--- src/rtl/mxrv_ifetch.sv ---
// mxrv_ifetch - instruction fetch stage downstream of mxrv_pc_reg.
//
// Issues single-outstanding reads on the instruction bus from pc_i and buffers
// returned words with their addresses in a small FIFO. The buffered words go
// to decode over a valid/ready handshake. fetch_hold_o stalls pc_reg until a
// request is granted. jump_flag_i flushes the FIFO and discards any response
// that is still in flight.
//
// Ports:
//   clk, rst_n                   clock, synchronous active-low reset
//   pc_i                         current PC from pc_reg
//   jump_flag_i                  redirect/flush
//   hold_flag_i                  pipeline stall, blocks new requests only
//   fetch_hold_o                 1 = pc_reg must not advance
//   ibus_req_o/addr_o/gnt_i      request channel
//   ibus_rvalid_i/rdata_i        response channel
//   inst_valid_o/o/addr_o        instruction to decode
//   inst_ready_i                 decode accepts instruction
//
// Optional feature: define MXRV_IFETCH_BYPASS_EN to present a response
// combinationally when the FIFO is empty. This gives zero fetch-to-decode
// latency. The default build uses only the registered path, with 1-cycle latency.
//
// State  | meaning
// IDLE   | no request outstanding, waiting for FIFO space / hold release
// REQ    | ibus_req_o asserted, waiting for gnt
// WAIT   | request granted, response will be kept
// DROP   | request granted before a jump, response will be discarded

module mxrv_ifetch #(
  parameter int                 ADDR_W     = 32,
  parameter int                 DATA_W     = 32,
  parameter int                 FIFO_DEPTH = 2,
  parameter logic [DATA_W-1:0]  RESET_INST = DATA_W'(32'h00000013)
) (
  input  logic              clk,
  input  logic              rst_n,
  input  logic [ADDR_W-1:0] pc_i,
  input  logic              jump_flag_i,
  input  logic              hold_flag_i,
  output logic              fetch_hold_o,
  output logic              ibus_req_o,
  output logic [ADDR_W-1:0] ibus_addr_o,
  input  logic              ibus_gnt_i,
  input  logic              ibus_rvalid_i,
  input  logic [DATA_W-1:0] ibus_rdata_i,
  output logic              inst_valid_o,
  output logic [DATA_W-1:0] inst_o,
  output logic [ADDR_W-1:0] inst_addr_o,
  input  logic              inst_ready_i
);

  localparam int PTR_W = (FIFO_DEPTH > 1) ? $clog2(FIFO_DEPTH) : 1;
  localparam int CNT_W = PTR_W + 1;
  localparam logic [CNT_W-1:0] DEPTH_C = CNT_W'(FIFO_DEPTH);

  typedef enum logic [1:0] {S_IDLE, S_REQ, S_WAIT, S_DROP} state_e;

  state_e            state_q, state_d;
  logic [ADDR_W-1:0] pend_addr_q;
  logic [ADDR_W-1:0] addr_mem_q [FIFO_DEPTH];
  logic [DATA_W-1:0] data_mem_q [FIFO_DEPTH];
  logic [PTR_W-1:0]  wr_ptr_q, rd_ptr_q;
  logic [CNT_W-1:0]  count_q, count_d;

  logic fifo_empty, rsp_in, byp_vld, byp_take, push, pop, issue_ok;

  assign fifo_empty = (count_q == '0);
  // A response is kept only in WAIT and only if no jump kills it this cycle.
  assign rsp_in     = (state_q == S_WAIT) & ibus_rvalid_i & ~jump_flag_i;

`ifdef MXRV_IFETCH_BYPASS_EN
  assign byp_vld  = fifo_empty & rsp_in;
  assign byp_take = byp_vld & inst_ready_i;
`else
  assign byp_vld  = 1'b0;
  assign byp_take = 1'b0;
`endif

  assign push = rsp_in & ~byp_take;
  assign pop  = ~fifo_empty & inst_ready_i & ~jump_flag_i;

  always_comb begin
    count_d = count_q;
    if (jump_flag_i)
      count_d = '0;
    else if (push & ~pop)
      count_d = count_q + 1'b1;
    else if (~push & pop)
      count_d = count_q - 1'b1;
  end

  // Evaluated after this cycle's push/pop/flush, so a response being
  // retired frees its reserved slot for the next request.
  assign issue_ok = ~hold_flag_i & (count_d < DEPTH_C);

  always_comb begin
    state_d    = state_q;
    ibus_req_o = 1'b0;
    case (state_q)
      S_IDLE: begin
        if (~hold_flag_i & ~jump_flag_i & (count_q < DEPTH_C))
          state_d = S_REQ;
      end
      S_REQ: begin
        ibus_req_o = 1'b1;
        // Without gnt a jump simply lets the request follow the new pc_i.
        if (ibus_gnt_i)
          state_d = jump_flag_i ? S_DROP : S_WAIT;
      end
      S_WAIT: begin
        if (ibus_rvalid_i)
          state_d = issue_ok ? S_REQ : S_IDLE;
        else if (jump_flag_i)
          state_d = S_DROP;
      end
      S_DROP: begin
        if (ibus_rvalid_i)
          state_d = issue_ok ? S_REQ : S_IDLE;
      end
      default: state_d = S_IDLE;
    endcase
  end

  assign ibus_addr_o  = pc_i;
  assign fetch_hold_o = ~(ibus_req_o & ibus_gnt_i);

  always_ff @(posedge clk) begin
    if (!rst_n) begin
      state_q     <= S_IDLE;
      count_q     <= '0;
      wr_ptr_q    <= '0;
      rd_ptr_q    <= '0;
      pend_addr_q <= '0;
    end else begin
      state_q <= state_d;
      count_q <= count_d;
      if (jump_flag_i) begin
        wr_ptr_q <= '0;
        rd_ptr_q <= '0;
      end else begin
        if (push) wr_ptr_q <= wr_ptr_q + 1'b1;
        if (pop)  rd_ptr_q <= rd_ptr_q + 1'b1;
      end
      if (ibus_req_o & ibus_gnt_i)
        pend_addr_q <= pc_i;
    end
  end

  always_ff @(posedge clk) begin
    if (push) begin
      addr_mem_q[wr_ptr_q] <= pend_addr_q;
      data_mem_q[wr_ptr_q] <= ibus_rdata_i;
    end
  end

  always_comb begin
    inst_valid_o = ~fifo_empty | byp_vld;
    inst_o       = RESET_INST;
    inst_addr_o  = '0;
    if (~fifo_empty) begin
      inst_o      = data_mem_q[rd_ptr_q];
      inst_addr_o = addr_mem_q[rd_ptr_q];
    end else if (byp_vld) begin
      inst_o      = ibus_rdata_i;
      inst_addr_o = pend_addr_q;
    end
  end

endmodule

--- config.mk ---
export PLATFORM = sky130hd
export DESIGN_NAME = mxrv_ifetch
export DESIGN_NICKNAME = d
export VERILOG_FILES = /design/src/rtl/mxrv_ifetch.sv
export SDC_FILE = /design/constraint.sdc
export NUM_CORES = 1
export LEC_CHECK = 0
export CAP_MARGIN = 20
export CORE_ASPECT_RATIO = 0.6
export CORE_MARGIN = 3
export CORE_UTILIZATION = 53
export DETAILED_ROUTE_END_ITERATION = 10
export PLACE_DENSITY = 0.87
export SYNTH_ARGS = -nofsm -noshare
export SYNTH_HDL_FRONTEND = slang
export SYNTH_SLANG_ARGS = --single-unit
export TNS_END_PERCENT = 30
--- constraint.sdc ---
create_clock -name clk -period 8.5 [get_ports clk]
set_input_delay 2.125 -clock clk [delete_from_list [all_inputs] [get_ports clk]]
set_output_delay 2.125 -clock clk [all_outputs]
set_load 0.02 [all_outputs]
==> results of run 1 <==
## area by class of cell
class                           instances  area share, %
Inverter                                8         0.3969
Clock buffer                           21          5.585
Clock inverter                         11          1.191
Tap cell                              160          2.268
Multi-Input combinational cell        260          18.13
Sequential cell                       167          52.44
Timing Repair Buffer                  175          19.99
## worst max-delay path, delay by kind of cell
family	cells	cell delay, ns
AND/OR/NAND/NOR	1	0.19
buffers and inverters	3	1.32
## logic make-up (layout without fill, tap and decap cells)
kind of cell,count (synthesis),count (layout),synth area share (%)
XOR/XNOR,2,2,0.2645
AND/OR/NAND/NOR,148,148,8.803
multiplexers,64,64,9.671
flip-flops,167,167,69.81
buffers and inverters,64,215,6.196
adder cells (fa/ha/maj),3,3,0.5667
AO/OA/AOI/OAI,43,43,4.685
## per-stage QoR
stage	hold WS (ns)	util, %	std cells	total power [µW]
after floorplan	0.4254	-	491	953.5
after global placement	0.4303	69.67	768	997.8
after detailed placement	0.4405	69.67	768	1002
after CTS	0.4519	74.76	800	1756
after global routing	0.4636	75.12	802	1799
final	0.4516	75.12	802	1747
## flip-flops by register name (all words and copies together) (netlist names), named ones only
register	flops
addr_mem_q	64
data_mem_q	64
pend_addr_q	32
count_q	2
state_q	2
rd_ptr_q	1
wr_ptr_q	1
## worst max-delay path by stage
stage | from | to | slack, ns | cells past startpoint
floorplan | jump_flag_i | addr_mem_q[0][0] | 2.93 | 2
global placement | ibus_gnt_i | fetch_hold_o | 2.74 | 4
detailed placement | ibus_gnt_i | fetch_hold_o | 2.74 | 4
CTS | ibus_gnt_i | fetch_hold_o | 2.73 | 4
global route | ibus_gnt_i | fetch_hold_o | 2.66 | 4
finish | ibus_gnt_i | fetch_hold_o | 2.74 | 4
## cells in the final DEF (no fill, tap or decap), types with 2 or more instances in the layout
cell	netlist	routed
inv_2	2	2
clkdlybuf4s50_1	0	169
nand2b_1	2	2
clkinvlp_4	0	2
clkbuf_16	0	19
o211ai_1	2	2
ha_1	3	2
dfxtp_1	39	38
o21ai_0	4	4
nand2_1	71	71
edfxtp_1	128	128
mux2i_1	64	64
a21oi_1	2	2
inv_4	0	4
inv_1	5	5
nor2_1	69	68
xnor2_1	2	2
buf_4	33	4
a21boi_1	33	33
inv_6	1	4
## layer usage
| layer | up-vias | part of all wire, % |
|---|---|---|
| met5 | - | 0 |
| met4 | 0 | 0.84 |
| met3 | 12 | 7.3 |
| met2 | 146 | 48 |
| met1 | 1952 | 44 |
| li1 | 1966 | - |
## power by group through the flow
stage	clock network, µW	registers [µW]	logic [µW]
after floorplan	0	908	46.0
after global placement	0	907	90.3
after detailed placement	0	909	93.1
after CTS	771	891	94.2
after global routing	806	892	101
final	762	891	94.1
==> flow_summary_export.csv, run 1 <==
group,metric,value,unit
timing,clock_skew,0.008528,ns
min_path,worst_hold_path_type,"reg -> reg",
timing,finalCritPeriodShare,67.79,%
synthesis,synth_area_leaders,"edfxtp_1 58%, dfxtp_1 12%, mux2i_1 9.7%",
drt,vias,4076,
clock_tree,cts_root_buf,"clkbuf_16",
synthesis,synth_area_per_cell,13.49,µm²
grt,grt_pass1_wl,21450,µm
grt,grt_max_degree,65,
timing,tns,0,ns
min_path,hold_end,"addr_mem_q[1][17]",
setup_path,cp_max_fo,34,
timing,slew_viol_final,0,
grt,track_usage,20.09,%
synthesis,synth.distinct_cells,26,
setup_path,startpoint_type,"input port",
synthesis,synth_area_leader_cell,"edfxtp_1",
grt,groute.layer.met2.usage,32.72,%
finish,diodes,0,
placement,place_ws,2.739,ns
die,coreArea,11750,µm²
timing,slew_headroom,47.15,%
timing,hold_viol_final,0,
placement,hpwl,8903,µm
die,placementRows,30,
finish,nNetsFinal,703,
synthesis,synth_most_common_cell,"edfxtp_1",
synthesis,synth_area,6624,µm²
setup_path,worstSetupEndpointType,"output pin",
clock_tree,cts_setup_buffers,0,
power,power_density,198.0,nW/µm²
setup_path,path_cells,"clkdlybuf4s50_1, and2_1, inv_6, clkdlybuf4s50_1",
timing,tightest_slew,0.7909,ns
clock_tree,clk_path_buf_depth,2,
finish,multi_input_area,1600,µm²
grt,antenna_found_initial,0,
synthesis,synth_nets,565,
setup_path,critical_path_class,"in -> out",
grt,grt_pass1_vias,4181,
power,p_int,1388,µW
timing,rsz0062_at_grt,"no",
clock_tree,holdBufCountCts,0,
setup_path,required,6.38,ns
drt,first_pass_iters,4,
clock_tree,cts_sinks,167,
drt,routedWlPerCell,17.10,µm
drt,via_per_inst,5.082,
power,clockPowerShare,43.6,%
synthesis,ys.flop_type,"edfxtp_1",
power,seqPwrFrac,51.0,%
setup_path,cpMaxStageDelayCell,"clkdlybuf4s50_1",
power,leakage,0.002829,µW
clock_tree,h-tree-depth,4,
synthesis,synthArstFlopShare,0,%
setup_path,r2r_end,"data_mem_q[1][12]",
timing,post-route-min-period,5.762,ns
synthesis,ys_seq_area_share,69.81,%
finish,syn_to_final_growth,33.25,%
drt,first_iter_violations,282,
clock_tree,cts_tree,"yes",
setup_path,r2r_slack,6.06,ns
run,drv_cap,0,
grt,grt.met3_usage,6.357,%
status,outcome,"finished, final reports clean",
clock_tree,cts-resized-gates,0,
power,combPwrFrac,5.4,%
finish,regArea,4628,µm²
drt,wl,13720,µm
setup_path,slowest_delay,0.67,ns
timing,fmax,0.1736,GHz
die,die_x,150.3,µm
finish,stdcell_area,8826,µm²
die,die_y,92.60,µm
synthesis,yosysWarnings,0,
clock_tree,clk_pin_slew,0.07,ns
placement,placed_area,8185,µm²
power,switching_share,20.56,%
setup_path,path_common_cell,"clkdlybuf4s50_1",
drt,ant_nets,0,
finish,drive_gt1_share,6.854,%
synthesis,postSynthCellCount,491,
die,start_util,56.38,%
placement,portBuffers,169,
setup_path,crit_arrival,3.64,ns
finish,final.fill_count,755,
drt,drcViolationCount,0,
clock_tree,insertion_delay,0.41,ns
setup_path,reg2regPathDepth,4,
grt,gr-total-overflow,0,
synthesis,ys_ff_latch,167,
min_path,hold_depth,0,
synthesis,synth_edf_count,128,
grt,top_usage_layer,"met2",
clock_tree,numCtsBuffers,17,
timing,setup_viol,0,
timing,worst_slack,2.738,ns
synthesis,ys_top_cells_by_count,"128 x edfxtp_1, 71 x nand2_1, 69 x nor2_1",
power,p_sw,359.3,µW
setup_path,r2r-start,"state_q[1]",
min_path,holdCritStartpoint,"pend_addr_q[17]",
power,ir_worst_vdd,0.0001776,V
die,io_pins,170,
grt,globalRouteMet1Util,26.48,%
placement,routabilityCongestion,0.7704,
die,fp.dieArea,13920,µm²
synthesis,synth_top_area_share,58.03,%
(Power assumes the default switching activity.)
==> run 2, diff against run 1 <==
--- a/config.mk
+++ b/config.mk
@@ -8,9 +8,9 @@
 export CAP_MARGIN = 20
 export CORE_ASPECT_RATIO = 0.6
 export CORE_MARGIN = 3
-export CORE_UTILIZATION = 53
+export CORE_UTILIZATION = 49
 export DETAILED_ROUTE_END_ITERATION = 10
-export PLACE_DENSITY = 0.87
+export PLACE_DENSITY = 0.81
 export SYNTH_ARGS = -nofsm -noshare
 export SYNTH_HDL_FRONTEND = slang
 export SYNTH_SLANG_ARGS = --single-unit
==> constraint.sdc (replaced) <==
create_clock -name clk -period 6 [get_ports clk]
set_input_delay 1.5 -clock clk [delete_from_list [all_inputs] [get_ports clk]]
set_output_delay 1.5 -clock clk [all_outputs]
set_load 0.02 [all_outputs]
==> run 2 against run 1 <==
Setup slack got worse by 1.2 ns. Utilization fell by 7.4 points. Register-to-register slack got worse by 2.4 ns. First-iteration DRC count fell by 5.0%. Die area rose by 7.7%. Non-clock buffer count rose by 1. Sequential cell count did not move. Via count rose by 0.44%. Routed wire length fell by 0.16%. Clock-buffer cell count fell by 2. Cell area fell by 0.16%. Sequential share of layout area rose by 0.082 points. Largest power group unchanged.
==> flow_summary_export.csv, run 2 (synthesis results as in run 1) <==
group,metric,value,unit
status,outcome,"finished, final reports clean",
grt,antenna_found_initial,0,
finish,reg_top3,"addr_mem_q (64), data_mem_q (64), pend_addr_q (32)",
die,die_y,96.06,µm
placement,routabilityCongestion,0.8322,
die,start_util,50.90,%
drt,wl_met1,6476,µm
die,io_pins,170,
clock_tree,cts_setup_buffers,0,
drt,met3WireLength,696,µm
drt,first_pass_iters,4,
finish,drive_gt1_share,6.532,%
die,placementRows,32,
drt,drcViolationCount,0,
setup_path,r2r_slack,3.62,ns
grt,track_usage,18.32,%
finish,final_common_cell,"clkdlybuf4s50_1",
timing,fmax,0.2223,GHz
finish,multi_input_area,1600,µm²
power,switching_share,20.24,%
power,clockPowerShare,42.6,%
setup_path,crit_arrival,3.00,ns
die,fp.dieArea,15000,µm²
min_path,hold_depth,0,
finish,syn_to_final_growth,33.04,%
timing,clock_skew,0.009172,ns
setup_path,cp_max_fo,34,
setup_path,r2r_end,"data_mem_q[1][21]",
timing,post-route-min-period,4.498,ns
timing,slew_viol_final,0,
setup_path,startpoint_type,"input port",
finish,final_cell_mix,"169 x clkdlybuf4s50_1, 128 x edfxtp_1, 71 x nand2_1",
clock_tree,cts_sinks,167,
clock_tree,clk_pin_slew,0.06,ns
timing,tns,0,ns
power,power_density,275.9,nW/µm²
drt,top_layer,"met4",
setup_path,r2r-start,"state_q[1]",
drt,first_iter_violations,268,
drt,vias,4094,
finish,diodes,0,
drt,routedWlPerCell,16.84,µm
drt,ant_nets,0,
placement,hpwl,8812,µm
power,p_sw,492.0,µW
finish,nNetsFinal,704,
die,coreArea,13010,µm²
finish,finish.utilization,67.72,%
clock_tree,h-tree-depth,4,
grt,grt_max_degree,65,
clock_tree,cts_root_buf,"clkbuf_16",
grt,grt_pass1_vias,4224,
power,p_int,1939,µW
power,leakage,0.002810,µW
timing,hold_viol_final,0,
setup_path,reg2regPathDepth,4,
timing,tightest_slew,0.8635,ns
power,combPwrFrac,5.4,%
placement,portBuffers,169,
clock_tree,cts_tree,"yes",
timing,slew_headroom,42.43,%
timing,finalCritPeriodShare,74.97,%
grt,gr-total-overflow,0,
finish,final.fill_count,898,
power,ir_worst_vdd,0.0001611,V
timing,setup_viol,0,
clock_tree,numCtsBuffers,17,
clock_tree,clk_path_buf_depth,2,
min_path,worst_hold_path_type,"reg -> reg",
setup_path,critical_path_class,"in -> out",
die,die_x,156.1,µm
clock_tree,holdBufCountCts,0,
grt,grt_pass1_wl,21130,µm
finish,regArea,4628,µm²
clock_tree,insertion_delay,0.40,ns
power,seqPwrFrac,51.9,%
clock_tree,cts-resized-gates,0,
min_path,holdCritStartpoint,"pend_addr_q[17]",
timing,rsz0062_at_grt,"no",
min_path,hold_end,"addr_mem_q[1][17]",
setup_path,worstSetupEndpointType,"output pin",
setup_path,required,4.50,ns
drt,via_per_inst,5.036,
drt,wl_met2,6423,µm
drt,wl,13690,µm
run,drv_cap,0,
run 2: final cells by class:
| class | instances | share of cell area (%) |
|---|---|---|
| Timing Repair Buffer | 176 | 20.11 |
| Clock buffer | 19 | 4.913 |
| Sequential cell | 167 | 52.52 |
| Clock inverter | 13 | 1.491 |
| Inverter | 8 | 0.3976 |
| Tap cell | 170 | 2.414 |
| Multi-Input combinational cell | 260 | 18.16 |
run 2: stage by stage:
stage          cells  total power, µW  hold slack, ns  cell area, µm²  setup WS [ns]
4_1_cts          811             2452          0.4550            8770          1.485
6_report         813             2431          0.4528            8812          1.502
3_3_place_gp     779             1414          0.4295            8205          1.494
5_1_grt          813             2511          0.4695            8812          1.405
2_1_floorplan    491             1351          0.4254            6624          1.059
3_5_place_dp     779             1419          0.4409            8205          1.485
run 2: layer usage:
| metal | vias to the layer above | track usage, % |
|---|---|---|
| li1 | 1971 | - |
| met1 | 1965 | 24.02 |
| met2 | 147 | 30.65 |
| met3 | 11 | 4.043 |
| met4 | 0 | 6.336 |
| met5 | - | 0 |
run 2: how the worst max path moves through the flow:
stage | start | endpoint | depth (start not counted)
after global routing | ibus_gnt_i | fetch_hold_o | 4
final | ibus_gnt_i | fetch_hold_o | 4
after floorplan | jump_flag_i | addr_mem_q[0][0] | 2
after detailed placement | ibus_gnt_i | fetch_hold_o | 4
after global placement | ibus_gnt_i | fetch_hold_o | 4
after CTS | ibus_gnt_i | fetch_hold_o | 4
run 2: power by group through the flow:
stage / Sequential (µW) / Combinational [µW] / Clock (µW)
floorplan: 1290 / 65.2 / 0
global placement: 1290 / 128 / 0
detailed placement: 1290 / 132 / 0
CTS: 1260 / 133 / 1060
global route: 1260 / 142 / 1110
finish: 1260 / 132 / 1040
run 2: worst max-delay path, stage by stage:
cell and delay [ns]:
clkdlybuf4s50_1 0.41, and2_1 0.19, inv_6 0.23, clkdlybuf4s50_1 0.66
